$ cat src/rtl/uart_cmd_resp_mstr.sv
// uart_cmd_resp_mstr: UART command master for the DSO host link.
// Sends CMD_BYTES command bytes MSB-byte-first through uart_tx, then collects
// RESP_BYTES response bytes from uart_rx into resp (first byte lands in the MS
// byte). It aborts with a sticky timeout if the gap between response bytes
// exceeds TIMEOUT_CYC clocks.
// Optional build macro UART_CMD_CHKSUM_EN appends a two's-complement checksum
// byte to the command, expects one extra checksum byte in the response, and
// adds the sticky resp_err output.
// Ports:
//   clk, rst          clock, synchronous active-high reset
//   RX / TX           UART receive / transmit lines
//   cmd, send_cmd     command word and start request (sampled in IDLE only)
//   busy              high while a transaction is in progress
//   cmd_sent          one-cycle pulse after the last command byte is sent
//   resp, resp_rdy    response word and sticky ready flag
//   clr_resp_rdy      clears resp_rdy
//   timeout           sticky response-timeout flag
//   resp_err          (UART_CMD_CHKSUM_EN only) sticky response checksum error
// BAUD_DIV is the clk-per-bit divisor handed to the UART children.

module uart_tx #(
    parameter int BAUD_DIV = 2604
) (
    input  logic       clk,
    input  logic       rst_n,
    input  logic [7:0] tx_data,
    input  logic       trmt,
    output logic       TX,
    output logic       tx_done
);
    localparam logic [15:0] BAUD_LAST = 16'(BAUD_DIV - 1);
    logic [8:0]  shft;
    logic [3:0]  bit_cnt;
    logic [15:0] baud_cnt;
    logic        xmit;

    always_ff @(posedge clk or negedge rst_n) begin
        if (!rst_n) begin
            shft <= '1; bit_cnt <= '0; baud_cnt <= '0; xmit <= 1'b0; tx_done <= 1'b0;
        end else begin
            tx_done <= 1'b0;
            if (trmt && !xmit) begin
                shft <= {tx_data, 1'b0};
                bit_cnt <= '0; baud_cnt <= '0; xmit <= 1'b1;
            end else if (xmit) begin
                if (baud_cnt == BAUD_LAST) begin
                    baud_cnt <= '0;
                    shft <= {1'b1, shft[8:1]};
                    bit_cnt <= bit_cnt + 4'd1;
                    if (bit_cnt == 4'd9) begin
                        xmit <= 1'b0; tx_done <= 1'b1;
                    end
                end else begin
                    baud_cnt <= baud_cnt + 16'd1;
                end
            end
        end
    end

    assign TX = shft[0];
endmodule

module uart_rx #(
    parameter int BAUD_DIV = 2604
) (
    input  logic       clk,
    input  logic       rst_n,
    input  logic       RX,
    input  logic       clr_rdy,
    output logic [7:0] rx_data,
    output logic       rdy
);
    localparam logic [15:0] BAUD_LAST = 16'(BAUD_DIV - 1);
    localparam logic [15:0] BAUD_HALF = 16'(BAUD_DIV / 2);
    logic        rx_s1, rx_s2, rcv;
    logic [15:0] baud_cnt;
    logic [3:0]  bit_cnt;

    // Sample 0 is the start bit, samples 1..8 are data, sample 9 is the stop bit.
    always_ff @(posedge clk or negedge rst_n) begin
        if (!rst_n) begin
            rx_s1 <= 1'b1; rx_s2 <= 1'b1; rcv <= 1'b0;
            baud_cnt <= '0; bit_cnt <= '0; rx_data <= '0; rdy <= 1'b0;
        end else begin
            rx_s1 <= RX;
            rx_s2 <= rx_s1;
            if (clr_rdy) rdy <= 1'b0;
            if (!rcv) begin
                if (!rx_s2) begin
                    rcv <= 1'b1; baud_cnt <= BAUD_HALF; bit_cnt <= '0;
                end
            end else if (baud_cnt == BAUD_LAST) begin
                baud_cnt <= '0;
                bit_cnt <= bit_cnt + 4'd1;
                if (bit_cnt != 4'd0 && bit_cnt != 4'd9) rx_data <= {rx_s2, rx_data[7:1]};
                if (bit_cnt == 4'd9) begin
                    rcv <= 1'b0; rdy <= 1'b1;
                end
            end else begin
                baud_cnt <= baud_cnt + 16'd1;
            end
        end
    end
endmodule

module uart_cmd_resp_mstr #(
    parameter int CMD_BYTES   = 3,
    parameter int RESP_BYTES  = 1,
    parameter int TIMEOUT_CYC = 2000000,
    parameter int BAUD_DIV    = 2604
) (
    input  logic                                            clk,
    input  logic                                            rst,
    input  logic                                            RX,
    output logic                                            TX,
    input  logic [8*CMD_BYTES-1:0]                          cmd,
    input  logic                                            send_cmd,
    output logic                                            busy,
    output logic                                            cmd_sent,
    output logic [(RESP_BYTES == 0 ? 8 : 8*RESP_BYTES)-1:0] resp,
    output logic                                            resp_rdy,
    input  logic                                            clr_resp_rdy,
    output logic                                            timeout
`ifdef UART_CMD_CHKSUM_EN
    ,
    output logic                                            resp_err
`endif
);
    localparam int RESP_W = (RESP_BYTES == 0) ? 8 : 8 * RESP_BYTES;
`ifdef UART_CMD_CHKSUM_EN
    localparam int CMD_TOT  = CMD_BYTES + 1;
    localparam int RESP_TOT = RESP_BYTES + 1;
`else
    localparam int CMD_TOT  = CMD_BYTES;
    localparam int RESP_TOT = RESP_BYTES;
`endif
    localparam int             TMO_W      = $clog2(TIMEOUT_CYC + 1);
    localparam logic [TMO_W-1:0] TMO_MAX  = TMO_W'(TIMEOUT_CYC);
    localparam logic [3:0]     CMD_LAST   = 4'(CMD_TOT - 1);
    localparam logic [3:0]     RESP_LAST  = 4'(RESP_TOT - 1);
    localparam logic [3:0]     RESP_STORE = 4'(RESP_BYTES);

    typedef enum logic [1:0] {IDLE, LOAD, WAIT_TX, RECV} state_t;

    state_t                 state, state_nxt;
    logic [8*CMD_TOT-1:0]   sh, sh_nxt, load_word;
    logic [3:0]             cnt, cnt_nxt;
    logic [TMO_W-1:0]       tmo, tmo_nxt;
    logic [RESP_W-1:0]      resp_nxt;
    logic                   resp_rdy_nxt, timeout_nxt, cmd_sent_nxt;
    logic                   rst_n_r, trmt, tx_done, clr_rdy, rx_rdy;
    logic [7:0]             tx_data, rx_data;
`ifdef UART_CMD_CHKSUM_EN
    logic [7:0]             csum, rsum, rsum_nxt;
    logic                   resp_err_nxt;
`endif

    uart_tx #(.BAUD_DIV(BAUD_DIV)) u_tx (
        .clk(clk), .rst_n(rst_n_r), .tx_data(tx_data), .trmt(trmt), .TX(TX), .tx_done(tx_done)
    );
    uart_rx #(.BAUD_DIV(BAUD_DIV)) u_rx (
        .clk(clk), .rst_n(rst_n_r), .RX(RX), .clr_rdy(clr_rdy), .rx_data(rx_data), .rdy(rx_rdy)
    );

    always_comb begin
`ifdef UART_CMD_CHKSUM_EN
        csum = '0;
        for (int unsigned i = 0; i < CMD_BYTES; i++) csum = csum + cmd[8*i +: 8];
        load_word = {cmd, 8'(8'd0 - csum)};
`else
        load_word = cmd;
`endif
    end

    always_comb begin
        state_nxt    = state;
        sh_nxt       = sh;
        cnt_nxt      = cnt;
        tmo_nxt      = tmo;
        resp_nxt     = resp;
        resp_rdy_nxt = resp_rdy;
        timeout_nxt  = timeout;
        cmd_sent_nxt = 1'b0;
        trmt         = 1'b0;
        clr_rdy      = 1'b0;
        tx_data      = sh[8*CMD_TOT-1 -: 8];
`ifdef UART_CMD_CHKSUM_EN
        rsum_nxt     = rsum;
        resp_err_nxt = resp_err;
`endif
        if (clr_resp_rdy) resp_rdy_nxt = 1'b0;
        case (state)
            IDLE: begin
                // Stray response bytes are drained so they cannot leak into the next transaction.
                clr_rdy = rx_rdy;
                if (send_cmd) begin
                    sh_nxt       = load_word;
                    cnt_nxt      = '0;
                    tmo_nxt      = '0;
                    timeout_nxt  = 1'b0;
                    resp_rdy_nxt = 1'b0;
`ifdef UART_CMD_CHKSUM_EN
                    rsum_nxt     = '0;
                    resp_err_nxt = 1'b0;
`endif
                    state_nxt    = LOAD;
                end
            end
            LOAD: begin
                trmt      = 1'b1;
                state_nxt = WAIT_TX;
            end
            WAIT_TX: begin
                if (tx_done) begin
                    sh_nxt  = sh << 8;
                    cnt_nxt = cnt + 4'd1;
                    if (cnt == CMD_LAST) begin
                        cmd_sent_nxt = 1'b1;
                        cnt_nxt      = '0;
                        tmo_nxt      = '0;
                        state_nxt    = (RESP_TOT > 0) ? RECV : IDLE;
                    end else begin
                        state_nxt = LOAD;
                    end
                end
            end
            RECV: begin
                if (rx_rdy) begin
                    clr_rdy = 1'b1;
                    tmo_nxt = '0;
                    cnt_nxt = cnt + 4'd1;
                    if (cnt < RESP_STORE) resp_nxt = (resp << 8) | RESP_W'(rx_data);
`ifdef UART_CMD_CHKSUM_EN
                    rsum_nxt = rsum + rx_data;
`endif
                    if (cnt == RESP_LAST) begin
                        // Assigned after the clear above so a same-cycle set wins.
                        resp_rdy_nxt = 1'b1;
                        state_nxt    = IDLE;
`ifdef UART_CMD_CHKSUM_EN
                        resp_err_nxt = (rsum_nxt != 8'h00);
`endif
                    end
                end else if (tmo == TMO_MAX) begin
                    timeout_nxt = 1'b1;
                    state_nxt   = IDLE;
                end else begin
                    tmo_nxt = tmo + TMO_W'(1);
                end
            end
            default: state_nxt = IDLE;
        endcase
    end

    always_ff @(posedge clk) begin
        rst_n_r <= ~rst;
        if (rst) begin
            state    <= IDLE;
            sh       <= '0;
            cnt      <= '0;
            tmo      <= '0;
            resp     <= '0;
            resp_rdy <= 1'b0;
            timeout  <= 1'b0;
            cmd_sent <= 1'b0;
            busy     <= 1'b0;
`ifdef UART_CMD_CHKSUM_EN
            rsum     <= '0;
            resp_err <= 1'b0;
`endif
        end else begin
            state    <= state_nxt;
            sh       <= sh_nxt;
            cnt      <= cnt_nxt;
            tmo      <= tmo_nxt;
            resp     <= resp_nxt;
            resp_rdy <= resp_rdy_nxt;
            timeout  <= timeout_nxt;
            cmd_sent <= cmd_sent_nxt;
            busy     <= (state_nxt != IDLE);
`ifdef UART_CMD_CHKSUM_EN
            rsum     <= rsum_nxt;
            resp_err <= resp_err_nxt;
`endif
        end
    end
endmodule

$ cat config.mk
export PLATFORM = sky130hd
export DESIGN_NAME = uart_cmd_resp_mstr
export DESIGN_NICKNAME = d
export VERILOG_FILES = /design/src/rtl/uart_cmd_resp_mstr.sv
export SDC_FILE = /design/constraint.sdc
export NUM_CORES = 1
export LEC_CHECK = 0
export CORE_MARGIN = 2
export CORE_UTILIZATION = 35
export DETAILED_ROUTE_END_ITERATION = 10
export GPL_ROUTABILITY_DRIVEN = 0
export PLACE_DENSITY = 0.57
export SYNTH_ARGS = -nofsm -noshare
export SYNTH_HDL_FRONTEND = slang
export SYNTH_SLANG_ARGS = --single-unit
$ cat constraint.sdc
create_clock -name clk -period 3 [get_ports clk]
set_clock_uncertainty 0.2 [all_clocks]
set_input_delay 0.3 -clock clk [delete_from_list [all_inputs] [get_ports clk]]
set_output_delay 0.3 -clock clk [all_outputs]
set_load 0.005 [all_outputs]
==> results.cfg, run 1 <==
[floorplan]
io_pins = 42
fp-row-count = 48
fp.dieW_um = 137.3
die_area_sq_um = 18860
die_h_um = 137.3
start_util = 0.3586
core_sq_um = 17360

[flow_run]
cap_violations = 0

[global_routing]
grt_usage = 0.1580
overflow = 0
grt_antenna_before_repair = 0
grt_pass1_wl_um = 23840
grt_max_degree = 45
grt_pass1_vias = 5062

[routing]
dr.pass1.iters = 5
drc = 0
wl_per_cell_um = 14.60
drt_iter0_drc = 377
via_count = 5130
routed_wl_um = 13930
ant_nets = 0
avgViaCountPerCell = 5.377

[placement]
numPortBuffers = 41
dpl.hpwl_um = 9556
pre_cts_slack_ps = 253.4

[sta]
setup-tns-final_ps = 0
timing.final.ws_setup_ps = 262.7
slew_headroom = 0.2937
setup_viol = 0
worst_slew_pin_slew_ps = 1059
finalCriticalPeriod_ps = 2737
hold_violations = 0
maxSlewViolCount = 0
max_freq_mhz = 365.3
period_share = 0.9124
holdWs_ps = 90.90
rsz0062_at_grt = false

[clocking]
clockBufferDepth = 2
hold_buffers = 0
cts.clk_slew.worst_paths_ps = 60
worst_skew_pair.late_latency_ps = 420
h-tree-depth = 4
cts_tree = yes
clkSinkCount = 127
root_buffer = clkbuf_16
numCtsBuffers = 17
cts_setup_buffers = 0

[critical_path]
cp_max_fo = 12
cp.required_ps = 3140
cp.depth = 7
end_kind = flip-flop
cp_num_buf_inv = 1
arrival_ps = 2870
crit_chain = inv_1 > ha_1 > nor2b_1 > nor4b_2 > nand3_2 > or3_1 > a21oi_1
regToRegSetupSlack_ps = 260
slowest_stage = nor4b_2
startpoint_type = flip-flop
crit_path_max_incr_delay_ps = 530
cp_top_family = simple AND/OR/NAND/NOR gates
r2r_cells = 7
crit_type = reg2reg

[synth]
synth_edf_count = 0
yosysTopAreaCellShare = 0.2091
seq_area_frac_synth = 0.4614
synth_most_common_cell = dfxtp_1
ys.flop_type = dfxtp_1
syn-num-nets = 721
ys_types = 59
synth.top_cells.by_area = dfrtp_1 (21%), dfxtp_1 (21%), mux2i_1 (5.1%), dfstp_2 (4.6%), nand2_1 (3.7%)
avgSynthCellArea_sq_um = 9.220
synthArstFlopShare = 0.4961
synth_seq_cells = 127
yosys.area.top_type = dfrtp_1
yosys_warnings = 0
ys_top_cells_by_count = dfxtp_1 (64), nand2_1 (62), nor2_1 (62), dfrtp_1 (52), o21ai_0 (43)
syn_inst = 675
synth.cell_area_sq_um = 6223

[finish]
syn2layout_area_growth_pct = 21.17
nNetsFinal = 762
antenna_cells = 0
drive_gt1_frac = 0.1029
fillers = 1686

[hold_path]
hp-class = in2reg
hold_depth = 1

[power_and_ir_drop]
power_uw = 6460
max-vdd-ir-drop_mv = 0.5598
power.density_nw_per_um2 = 856.7
p_leak_uw = 0.002983

[outcome]
status = completed
-- metrics by stage --
stage,std cells,utilization,area [sq um]
6_report,954,0.4345,7541
3_3_place_gp,922,0.3961,6875
3_5_place_dp,922,0.3961,6875
2_1_floorplan,675,-,6223
4_1_cts,954,0.4342,7536
5_1_grt,954,0.4345,7541
-- worst register-to-register path: cells and delay by family, from the launching register on --
kind / cells / cell delay, ps
buffers and inverters: 1 / 100
AND/OR/NAND/NOR: 4 / 1540
flip-flops: 1 / 380
AO/OA/AOI/OAI: 1 / 150
adder cells (fa/ha/maj): 1 / 290
-- cell usage in the layout, fill, tap and decap left out, types with 5 or more instances in the layout --
| master | netlist | final |
|---|---|---|
| bufinv_16 | 0 | 5 |
| a31oi_1 | 10 | 10 |
| nor4bb_1 | 6 | 6 |
| nor2b_1 | 9 | 9 |
| mux2i_1 | 32 | 32 |
| dfstp_2 | 11 | 11 |
| ha_1 | 17 | 17 |
| inv_1 | 21 | 21 |
| nor3_1 | 13 | 12 |
| mux2_2 | 8 | 8 |
| nand3_1 | 35 | 34 |
| o21ai_0 | 43 | 43 |
| dfrtp_1 | 52 | 52 |
| nand4_1 | 19 | 19 |
| buf_4 | 0 | 10 |
| and2_1 | 8 | 8 |
| nor2_1 | 62 | 62 |
| clkdlybuf4s50_1 | 0 | 41 |
| nor4_1 | 10 | 10 |
| and3_1 | 6 | 6 |
| clkbuf_16 | 0 | 17 |
| a211oi_1 | 17 | 17 |
| dfxtp_1 | 64 | 63 |
| or3_1 | 16 | 16 |
| nand3b_1 | 8 | 8 |
| nand2_1 | 62 | 62 |
| xor2_1 | 17 | 17 |
| nand2b_1 | 6 | 6 |
| a21oi_1 | 37 | 37 |
-- timing repair --
action                     CTS  global route
setup endpoints to repair    0             6
hold endpoints to repair     0             0
gates resized for setup      0             1
-- per-layer routing --
layer  up-vias  global-route usage  part of all wire
met3        20             0.03679             0.040
met4         0             0.06816             0.018
li1       2524                   -                 -
met2       110              0.2570              0.48
met1      2476              0.2007              0.46
met5         -                   0                 0
-- cell families after synthesis --
| logic type | after synthesis | synth area share |
|---|---|---|
| mux | 40 | 0.06594 |
| buf+inv | 50 | 0.03217 |
| compound gates | 137 | 0.1377 |
| simple gates | 283 | 0.2390 |
| flops | 127 | 0.4614 |
| fa+ha+maj | 17 | 0.03418 |
| xor+xnor | 21 | 0.02955 |
-- path summary, 6_finish.rpt --
kind                       startpoint            to
min in group asynchronous     rst_n_r  u_tx.tx_done
setup / recovery             state[0]       tmo[18]
max in group asynchronous     rst_n_r  u_tx.shft[0]
hold reg to reg            u_rx.rx_s1    u_rx.rx_s2
setup reg to reg             state[0]       tmo[18]
hold / removal                     RX    u_rx.rx_s1
-- where the power goes --
| part | internal, uW | total [uW] | leakage (uW) | switching (uW) |
|---|---|---|---|---|
| sequential | 2130 | 2500 | 0.00130 | 372 |
| combinational | 705 | 1670 | 0.00136 | 961 |
| clock | 1530 | 2290 | 0.000325 | 766 |
| total | 4360 | 6460 | 0.00298 | 2100 |
-- registers in the layout, indices dropped and copies added (netlist names), 2 cells and up --
name	count
u_tx.bit_cnt	4
cnt	4
u_tx.baud_cnt	16
u_rx.rx_data	8
u_rx.bit_cnt	4
sh	24
state	2
u_rx.baud_cnt	16
tmo	21
u_tx.shft	9
resp	8
-- cell type report --
| type | count | area (sq um) | share of cell area |
|---|---|---|---|
| sequential | 127 | 2873 | 0.3810 |
| timing repair buffer | 51 | 485.5 | 0.06438 |
| multi-input combinational | 498 | 3162 | 0.4193 |
| tap | 225 | 281.5 | 0.03733 |
| clock buffer | 20 | 456.7 | 0.06056 |
| inverter | 21 | 78.83 | 0.01045 |
| clock inverter | 12 | 203.9 | 0.02705 |
Note: power is estimated with default switching activity, not from simulation.
==> run 2, diff against run 1 <==
Settings changed: DONT_BUFFER_PORTS set to 1, PLACE_DENSITY 0.57 to 0.54.
==> results.cfg, run 2 (same netlist as run 1, synthesis figures left out) <==
[outcome]
status = completed

[power_and_ir_drop]
pwr-share-comb = 0.289
netSwitchingPower_uw = 2160
netSwitchingFraction = 0.3380
power_uw = 6391
p_leak_uw = 0.003020
p_int_uw = 4231
clkPwrFrac = 0.319
p_seq_frac = 0.393
power.density_nw_per_um2 = 848.9
max-vdd-ir-drop_mv = 0.4498

[floorplan]
io_pins = 42
fp.dieW_um = 137.3
start_util = 0.3586
die_area_sq_um = 18860
die_h_um = 137.3
core_sq_um = 17360
fp-row-count = 48

[global_routing]
grt_usage = 0.1606
grt_antenna_before_repair = 0
grt_pass1_wl_um = 24340
overflow = 0
grt_pass1_vias = 5105
grt_max_degree = 45

[sta]
slew_headroom = 0.4774
setup-tns-final_ps = 0
worst_slew_pin_slew_ps = 779.6
maxSlewViolCount = 0
timing.final.ws_setup_ps = 223.8
finalCriticalPeriod_ps = 2776
setup_viol = 0
hold_violations = 0
rsz0062_at_grt = false
period_share = 0.9254
max_freq_mhz = 360.2

[flow_run]
cap_violations = 0

[finish]
top_regs = sh (24), tmo (21)
syn2layout_area_growth_pct = 20.97
layout_common_cells = dfxtp_1 (63), nor2_1 (62), nand2_1 (62), dfrtp_1 (52), dlygate4sd3_1 (46)
largest_register_ffs = 24
layout_commonest_cell = dfxtp_1
final_util = 0.4338
antenna_cells = 0
regMostFlops = sh
nNetsFinal = 764
drive_gt1_frac = 0.1012

[critical_path]
crit_type = reg2reg
r2r_cells = 8
startpoint_type = flip-flop
cp_max_fo = 40
arrival_ps = 2870
end_kind = flip-flop
cp.required_ps = 3090
r2r_end = sh[10]
r2r_start = state[1]
regToRegSetupSlack_ps = 220

[placement]
dpl.hpwl_um = 9347
pre_cts_slack_ps = 169.3
numPortBuffers = 0

[routing]
via_count = 5054
wl_per_cell_um = 14.67
dr.pass1.iters = 4
avgViaCountPerCell = 5.287
ant_nets = 0
routed_wl_um = 14020
drt_iter0_drc = 290
drc = 0

[clocking]
numCtsBuffers = 17
clkSinkCount = 127
worst_skew_pair.late_latency_ps = 410
clockBufferDepth = 2
cts.clk_slew.worst_paths_ps = 60
h-tree-depth = 4
cts_tree = yes
cts_setup_buffers = 0
root_buffer = clkbuf_16

[hold_path]
hp-class = reg2async
==> run 2: per-stage QoR <==
stage / hold slack, ps / cells / cell area [sq um]
after floorplan: 104.5 / 675 / 6223
after global placement: 80.52 / 877 / 6435
after detailed placement: 92.00 / 877 / 6435
after CTS: 96.35 / 956 / 7511
after global routing: 131.2 / 956 / 7528
final: 74.57 / 956 / 7528
==> run 2: worst max path at each step <==
stage | from | end | slack, ps | cells after the start
after CTS | state[1] | sh[1] | 80 | 8
after detailed placement | state[1] | tmo[14] | 170 | 7
after floorplan | state[0] | tmo[14] | 590 | 9
final | state[1] | sh[10] | 220 | 8
after global routing | state[0] | sh[23] | 40 | 9
after global placement | state[0] | tmo[14] | 360 | 7
==> run 2: layer usage <==
metal,global-route usage,part of all wire,vias up
met3,0.04084,0.036,12
li1,-,-,2532
met4,0.05670,0.012,0
met1,0.2111,0.47,2434
met5,0,0,-
met2,0.2562,0.48,76
==> run 2: power by group through the flow <==
stage | clock network (uW) | registers, uW | logic [uW]
2_1_floorplan | 0 | 2420 | 1320
6_report | 2040 | 2510 | 1840
4_1_cts | 2090 | 2500 | 1810
3_5_place_dp | 0 | 2530 | 1570
3_3_place_gp | 0 | 2510 | 1530
5_1_grt | 2170 | 2560 | 2080
==> run 2: what timing repair did <==
item	CTS	global route
endpoints found under the setup margin	0	38
gates resized for setup	0	4
hold buffers	47	0
hold endpoints to repair	46	0
==> run 2: final cells by class <==
| cell class | instances | area (sq um) |
|---|---|---|
| Fill cell | 1676 | 9828 |
| Multi-Input combinational cell | 498 | 3171 |
| Sequential cell | 127 | 2873 |
| Timing Repair Buffer | 53 | 529.3 |
| Clock buffer | 21 | 493.0 |
| Tap cell | 225 | 281.5 |
| Clock inverter | 11 | 102.6 |
| Inverter | 21 | 78.83 |
==> run 2: critical path: stages, from the launching register on <==
cell and delay, ps:
dfxtp_1 330, inv_1 140, ha_1 310, nor2b_2 500, nor3_2 100, buf_4 280, nor2_1 140, a211oi_1 60
dlygate4sd3_1 590
==> run 3, diff against run 2 <==
Settings changed: CTS_BUF_LIST set to sky130_fd_sc_hd__clkbuf_8.
==> results.cfg, run 3 (same netlist as run 1, synthesis figures left out) <==
[outcome]
status = completed

[floorplan]
die_area_sq_um = 18860
core_sq_um = 17360
start_util = 0.3586
io_pins = 42
fp-row-count = 48
die_h_um = 137.3
fp.dieW_um = 137.3

[routing]
drc = 0
via_count = 5026
dr.pass1.iters = 4
wl_per_cell_um = 14.52
ant_nets = 0
drt_iter0_drc = 268
avgViaCountPerCell = 5.307
routed_wl_um = 13750

[placement]
pre_cts_slack_ps = 169.3
placedCellCount = 877
numPortBuffers = 0
postPlaceCellArea_sq_um = 6435
dpl.hpwl_um = 9347

[sta]
rsz0062_at_grt = false
holdWs_ps = 65.23
maxSlewViolCount = 0
timing.final.ws_setup_ps = 242.4
setup-tns-final_ps = 0
hold_violations = 0
max_freq_mhz = 362.6
finalCriticalPeriod_ps = 2758
worst_slew_pin_slew_ps = 781.8
slew_headroom = 0.4759
setup_viol = 0
period_share = 0.9192

[critical_path]
r2r_start = state[1]
crit_type = reg2reg
startpoint_type = flip-flop
cp_num_buf_inv = 3
arrival_ps = 2890
crit_chain = inv_1 > ha_1 > nor2b_2 > nor3_2 > buf_4 > nor2_1 > a211oi_1 > dlygate4sd3_1
r2r_end = sh[10]
cp_max_fo = 40
crit_path_max_incr_delay_ps = 580
slowest_stage = dlygate4sd3_1
regToRegSetupSlack_ps = 240
end_kind = flip-flop
cp_top_family = buffers and inverters
r2r_cells = 8
cp.required_ps = 3130

[global_routing]
grt_pass1_wl_um = 23810
grt_antenna_before_repair = 0
grt_usage = 0.1570
grt_pass1_vias = 5070
grt_max_degree = 45
overflow = 0

[finish]
layout_common_cells = dfxtp_1 (63), nor2_1 (62), nand2_1 (62), dfrtp_1 (52), o21ai_0 (43)
antenna_cells = 0
multi_input_comb_area_sq_um = 3171
regArea_sq_um = 2873
final_cells = 947
nNetsFinal = 755
top_regs = sh (24), tmo (21)
layout_commonest_cell = dfxtp_1
largest_register_ffs = 24
final_cell_area_sq_um = 7257
regMostFlops = sh
drive_gt1_frac = 0.1025
syn2layout_area_growth_pct = 16.61
fillers = 1711

[clocking]
worst_skew_pair.late_latency_ps = 440
clkSinkCount = 127
clockBufferDepth = 2
cts_tree = yes
numCtsBuffers = 17
cts.clk_slew.worst_paths_ps = 80
h-tree-depth = 4
root_buffer = clkbuf_8
cts_setup_buffers = 0

[power_and_ir_drop]
p_leak_uw = 0.002888
power.density_nw_per_um2 = 796.4
max-vdd-ir-drop_mv = 0.4500

[flow_run]
cap_violations = 0

[hold_path]
hp-class = reg2async
==> run 3: cell count changes in the layout (fill, tap and decap cells not counted), sizes merged <==
cell | previous run | this run
dlygate4sd3 | 46 | 37
clkbuf | 21 | 18
bufinv | 1 | 3
inv | 23 | 24
==> run 3: through the flow <==
step / power (uW) / util
final: 5780 / 0.4181
after detailed placement: 4099 / 0.3707
after floorplan: 3733 / -
after CTS: 5803 / 0.4171
after global placement: 4039 / 0.3707
after global routing: 6201 / 0.4181
==> run 3: how the worst max path moves through the flow <==
stage	start	to	slack, ps	cells after the start
after global placement	state[0]	tmo[14]	360	7
after global routing	state[0]	sh[23]	50	9
after detailed placement	state[1]	tmo[14]	170	7
after floorplan	state[0]	tmo[14]	590	9
final	state[1]	sh[10]	240	8
after CTS	state[1]	sh[1]	80	8
==> run 3: where the power goes <==
part / switching, uW / internal [uW] / leakage [uW] / total [uW]
Sequential: 373 / 2130 / 0.00130 / 2500
Combinational: 977 / 756 / 0.00137 / 1730
Clock: 702 / 844 / 0.000218 / 1550
==> run 3: routing by layer <==
metal	GRT usage	up-vias	share of wire
met1	0.2044	2427	0.47
met5	0	-	0
li1	-	2509	-
met2	0.2510	74	0.48
met3	0.04231	16	0.039
met4	0.05556	0	0.014
==> run 3: timing repair <==
item	CTS	global route
endpoints found under the hold margin	46	0
gates resized for setup	0	4
hold buffers	38	0
setup endpoints to repair	0	29
==> run 3: layout make-up <==
type,count,share of cell area
Multi-Input combinational cell,498,0.4369
Inverter,21,0.01086
Timing Repair Buffer,44,0.06052
Sequential cell,127,0.3959
Clock inverter,14,0.02293
Tap cell,225,0.03879
Clock buffer,18,0.03414
==> patch 1 (settings of run 1) <==
Set the parameter `CMD_BYTES` to 5 (it was 3).
--- a/src/rtl/uart_cmd_resp_mstr.sv
+++ b/src/rtl/uart_cmd_resp_mstr.sv
@@ -104,7 +104,7 @@
 endmodule
 
 module uart_cmd_resp_mstr #(
-    parameter int CMD_BYTES   = 3,
+    parameter int CMD_BYTES   = 5,
     parameter int RESP_BYTES  = 1,
     parameter int TIMEOUT_CYC = 2000000,
     parameter int BAUD_DIV    = 2604
Ports: changed (resized cmd); port bits go from 42 to 58. No check against the original RTL was run, so the function may have changed too.
==> patch 1 against run 1 <==
- hold slack got worse by 0.061 ns
- routed wire length grew 8.6%
- critical path depth unchanged
- core utilization is 0.11 points lower
- total power increased by 9.2%
- setup slack gained 0.12 ns
- critical path type unchanged
- via count grew 8.2%
- sequential share of layout area down 0.48 points
- sequential cell count increased by 16
- largest power group unchanged
- critical endpoint is now tmo[19]
- area after synthesis grew 13%
- design area grew 13%
==> patch 1: results (changes against run 1) <==
[critical_path]
cp-startpoint=state[1]
reg2regPathDepth=7  ; unchanged
cp_slowest_cell=or4_1
crit_path_max_incr_delay_ns=0.55  ; +0.02 ns
crit_fanout=11  ; -1

[route]
routed_wl_um=15100  ; +8.6%
drt-met1-wl_um=7520  ; +16%
drtPass1Iterations=4  ; -1
wl_per_cell_um=14.0  ; -4.1%
avgViaCountPerCell=5.14  ; -4.4%
wl_met2_um=6910  ; +4.0%
wl_met3_um=570  ; +1.1%

[yosys]
synth.distinct_cells=66  ; +12%
synth_area_leaders=dfxtp_1 23%, dfrtp_1 19%, mux2i_1 6.8%
syn_inst=752  ; +11%
synth-xor-area-share=0.0249  ; -0.00461
synth_fa_ha_area_frac=0.0285  ; -0.00567
synthTopCellsByCount=80 x dfxtp_1, 70 x nor2_1, 59 x nand2_1
syn_nets=813  ; +13%
synth_compound_gate_area_share=0.153  ; +0.0151
async_reset_ff_frac=0.441  ; -0.0555
synth_seq_area_share=0.454  ; -0.00692

[global_route]
met3_usage=0.0404  ; +0.00365
grt_max_degree=73  ; +62%
grt_pass1_vias=5230  ; +3.3%
grt_usage=0.147  ; -0.0112
met1_usage=0.201  ; about the same
grt_use_met2=0.230  ; -0.0270

[power_and_ir_drop]
p_per_area_mw_per_mm2=831  ; -3.0%
pwr-share-comb=0.300  ; +0.042
p_leak_nw=3.17  ; +6.2%
p_switching_w=0.00245  ; +17%
ir_worst_vdd_v=0.000509  ; -9.0%

[layout]
layout-drive-gt1-share=0.106  ; +0.00264
fin_nets=863  ; +13%
reg_top3=sh x40, tmo x21

[clock_tree]
insertion_delay_ns=0.42  ; about the same

[placed_design]
dpl.cell_count=1047  ; +14%
place_area_mm2=0.00788  ; +15%
hpwl_um=10100  ; +5.4%
io_buffers=57  ; +39%
pre_cts_slack_ns=0.240  ; -0.0132 ns

[timing]
hold_slack_ns=0.0302  ; -0.0607 ns
timing.final.crit_share=0.871  ; -0.0413

[min_path]
hold_class=reg -> async

[outcome]
status=finished clean

## patch 1: changes by cell type after synthesis, moves of 6 or more
cell	before	now
o21ai_1	0	6
nor2b_1	9	15
dfxtp_1	64	80
clkbuf_1	23	30
a211oi_1	17	43
a21oi_1	37	47
nand3_1	35	26
nor2_1	62	70
mux2i_1	32	48
buf_2	4	11
## patch 1: cell type report
cell class	instances	area, um2
multi-input combinational	547	3580
timing repair buffer	75	716
inverter	18	67.6
tap	265	332
clock inverter	14	161
fill	1974	11100
sequential	143	3190
clock buffer	18	439
## patch 1: logic make-up (layout without fill, tap and decap cells)
group / after synthesis / in the layout
multiplexers: 57 / 57
AND/OR/NAND/NOR: 282 / 282
buffers and inverters: 62 / 125
XOR/XNOR: 20 / 20
adder cells (fa/ha/maj): 16 / 16
AO/OA/AOI/OAI: 172 / 172
flip-flops: 143 / 143
## patch 1: repair_timing
action / in CTS / in global routing
hold buffers: 1 / 0
setup endpoints to repair: 0 / 2
resized for setup: 0 / 1
endpoints found under the hold margin: 1 / 0
==> patch 2 (config.mk and constraints of run 1) <==
Made on the original files. Re-encode `state_t` (4 states) as one-hot, 4 bits wide.
--- a/src/rtl/uart_cmd_resp_mstr.sv
+++ b/src/rtl/uart_cmd_resp_mstr.sv
@@ -140,7 +140,7 @@
     localparam logic [3:0]     RESP_LAST  = 4'(RESP_TOT - 1);
     localparam logic [3:0]     RESP_STORE = 4'(RESP_BYTES);
 
-    typedef enum logic [1:0] {IDLE, LOAD, WAIT_TX, RECV} state_t;
+    typedef enum logic [3:0] {IDLE = 4'b0001, LOAD = 4'b0010, WAIT_TX = 4'b0100, RECV = 4'b1000} state_t;
 
     state_t                 state, state_nxt;
     logic [8*CMD_TOT-1:0]   sh, sh_nxt, load_word;
Behaviour: same outputs for any inputs over 10 cycles, from zero or initial values and one cycle with rst high; not proved beyond that.
==> patch 2 against run 1 <==
- routed wire length is 5.1% higher
- first-iteration DRC count increased by 14%
- design area grew 0.63%
- die area up 1.6%
- via count increased by 2.7%
- count of clock-buffer cells in the layout is 5 higher
- area after synthesis is 1.7% higher
- setup slack improved by 0.22 ns
- sequential cell count up 2
- critical path type unchanged
- critical endpoint is now tmo[3]
- largest cell class unchanged
- highest routed layer unchanged
Power is not compared: it rests on default switching activity, and its combinational part moved more than twofold at a synthesized area within 25%.
==> patch 2: results (changes against run 1) <==
[critical_path]
reg2reg_setup_slack_ns=0.48  ; +0.22 ns
cp.arrival_ns=2.67  ; -0.20 ns
cp_slowest_cell=or4_1
r2r-end=tmo[3]
crit_fanout=11  ; -1
cp-startpoint=cnt[0]

[layout]
fin_nets=781  ; +2.5%
fillers=1711  ; +1.5%
layout-drive-gt1-share=0.0984  ; -0.00448

[yosys]
syn_nets=746  ; +3.5%
async_reset_ff_frac=0.488  ; -0.00769
synth.distinct_cells=68  ; +15%
synthTopCellsByCount=97 x nand2_1, 66 x dfxtp_1, 59 x nor2_1
synth_area_leaders=dfxtp_1 21%, dfrtp_1 21%, nand2_1 5.8%
synth_seq_area_share=0.460  ; -0.00125

[global_route]
met3_usage=0.0395  ; +0.00270
grt_pass1_vias=5010  ; -1.0%
grt_use_met2=0.245  ; -0.0116
grt_pass1_wl_um=25000  ; +4.9%
grt_max_degree=64  ; +42%
grt_usage=0.157  ; -0.000793

[placed_design]
io_buffers=41  ; unchanged
hpwl_um=9980  ; +4.4%
place_area_mm2=0.00696  ; +1.3%

[route]
wl_met2_um=6930  ; +4.3%
drt-met1-wl_um=6980  ; +7.8%
routed_wl_um=14600  ; +5.1%
drtIter0Drc=428  ; +14%
vias=5271  ; +2.7%

[outcome]
status=finished clean

[clock_tree]
insertion_delay_ns=0.42  ; about the same

[timing]
tightest_slew_ns=0.901  ; -0.159 ns

==> patch 2: cell count changes in the layout (fill, tap and decap cells not counted), sizes merged, moves of 7 or more <==
cell / change
a31oi: -8
a211oi: -15
mux2i: -18
o21ai: -7
or3: -8
a21oi: +15
nand2: +36
a311oi: +17
==> patch 2: where the power goes <==
part,internal (W),switching [W]
registers,0.00193,0.000181
logic,0.000305,0.000361
clock network,0.00143,0.000758
total,0.00367,0.00130
==> patch 2: worst max-delay path by stage <==
stage	to
2_1_floorplan	u_rx.rx_data[0]
3_3_place_gp	tmo[11]
3_5_place_dp	tmo[11]
4_1_cts	u_rx.rx_data[3]
5_1_grt	sh[11]
6_report	tmo[3]
==> patch 2: per-stage QoR <==
stage / setup WS [ns] / std cells / util / hold slack (ns)
3_3_place_gp: 0.507 / 949 / 0.390 / 0.172
4_1_cts: 0.487 / 981 / 0.425 / 0.0839
6_report: 0.484 / 981 / 0.425 / 0.0940
5_1_grt: 0.249 / 981 / 0.425 / 0.0873
2_1_floorplan: 0.728 / 704 / - / 0.104
3_5_place_dp: 0.446 / 949 / 0.390 / 0.169
==> patch 2: final cells by class <==
type | count | area (um2) | area share
Clock buffer | 25 | 508 | 0.0669
Timing Repair Buffer | 54 | 508 | 0.0669
Inverter | 19 | 71.3 | 0.00940
Sequential cell | 129 | 2910 | 0.384
Multi-Input combinational cell | 518 | 3180 | 0.419
Tap cell | 229 | 287 | 0.0378
Clock inverter | 7 | 119 | 0.0157
==> patch 2: kinds of logic after synthesis <==
kind of cell | after synthesis | share of synthesized area
flip-flops | 129 | 0.460
buffers and inverters | 57 | 0.0382
AO/OA/AOI/OAI | 149 | 0.151
XOR/XNOR | 20 | 0.0277
multiplexers | 22 | 0.0364
AND/OR/NAND/NOR | 314 | 0.260
adder cells (fa/ha/maj) | 13 | 0.0257
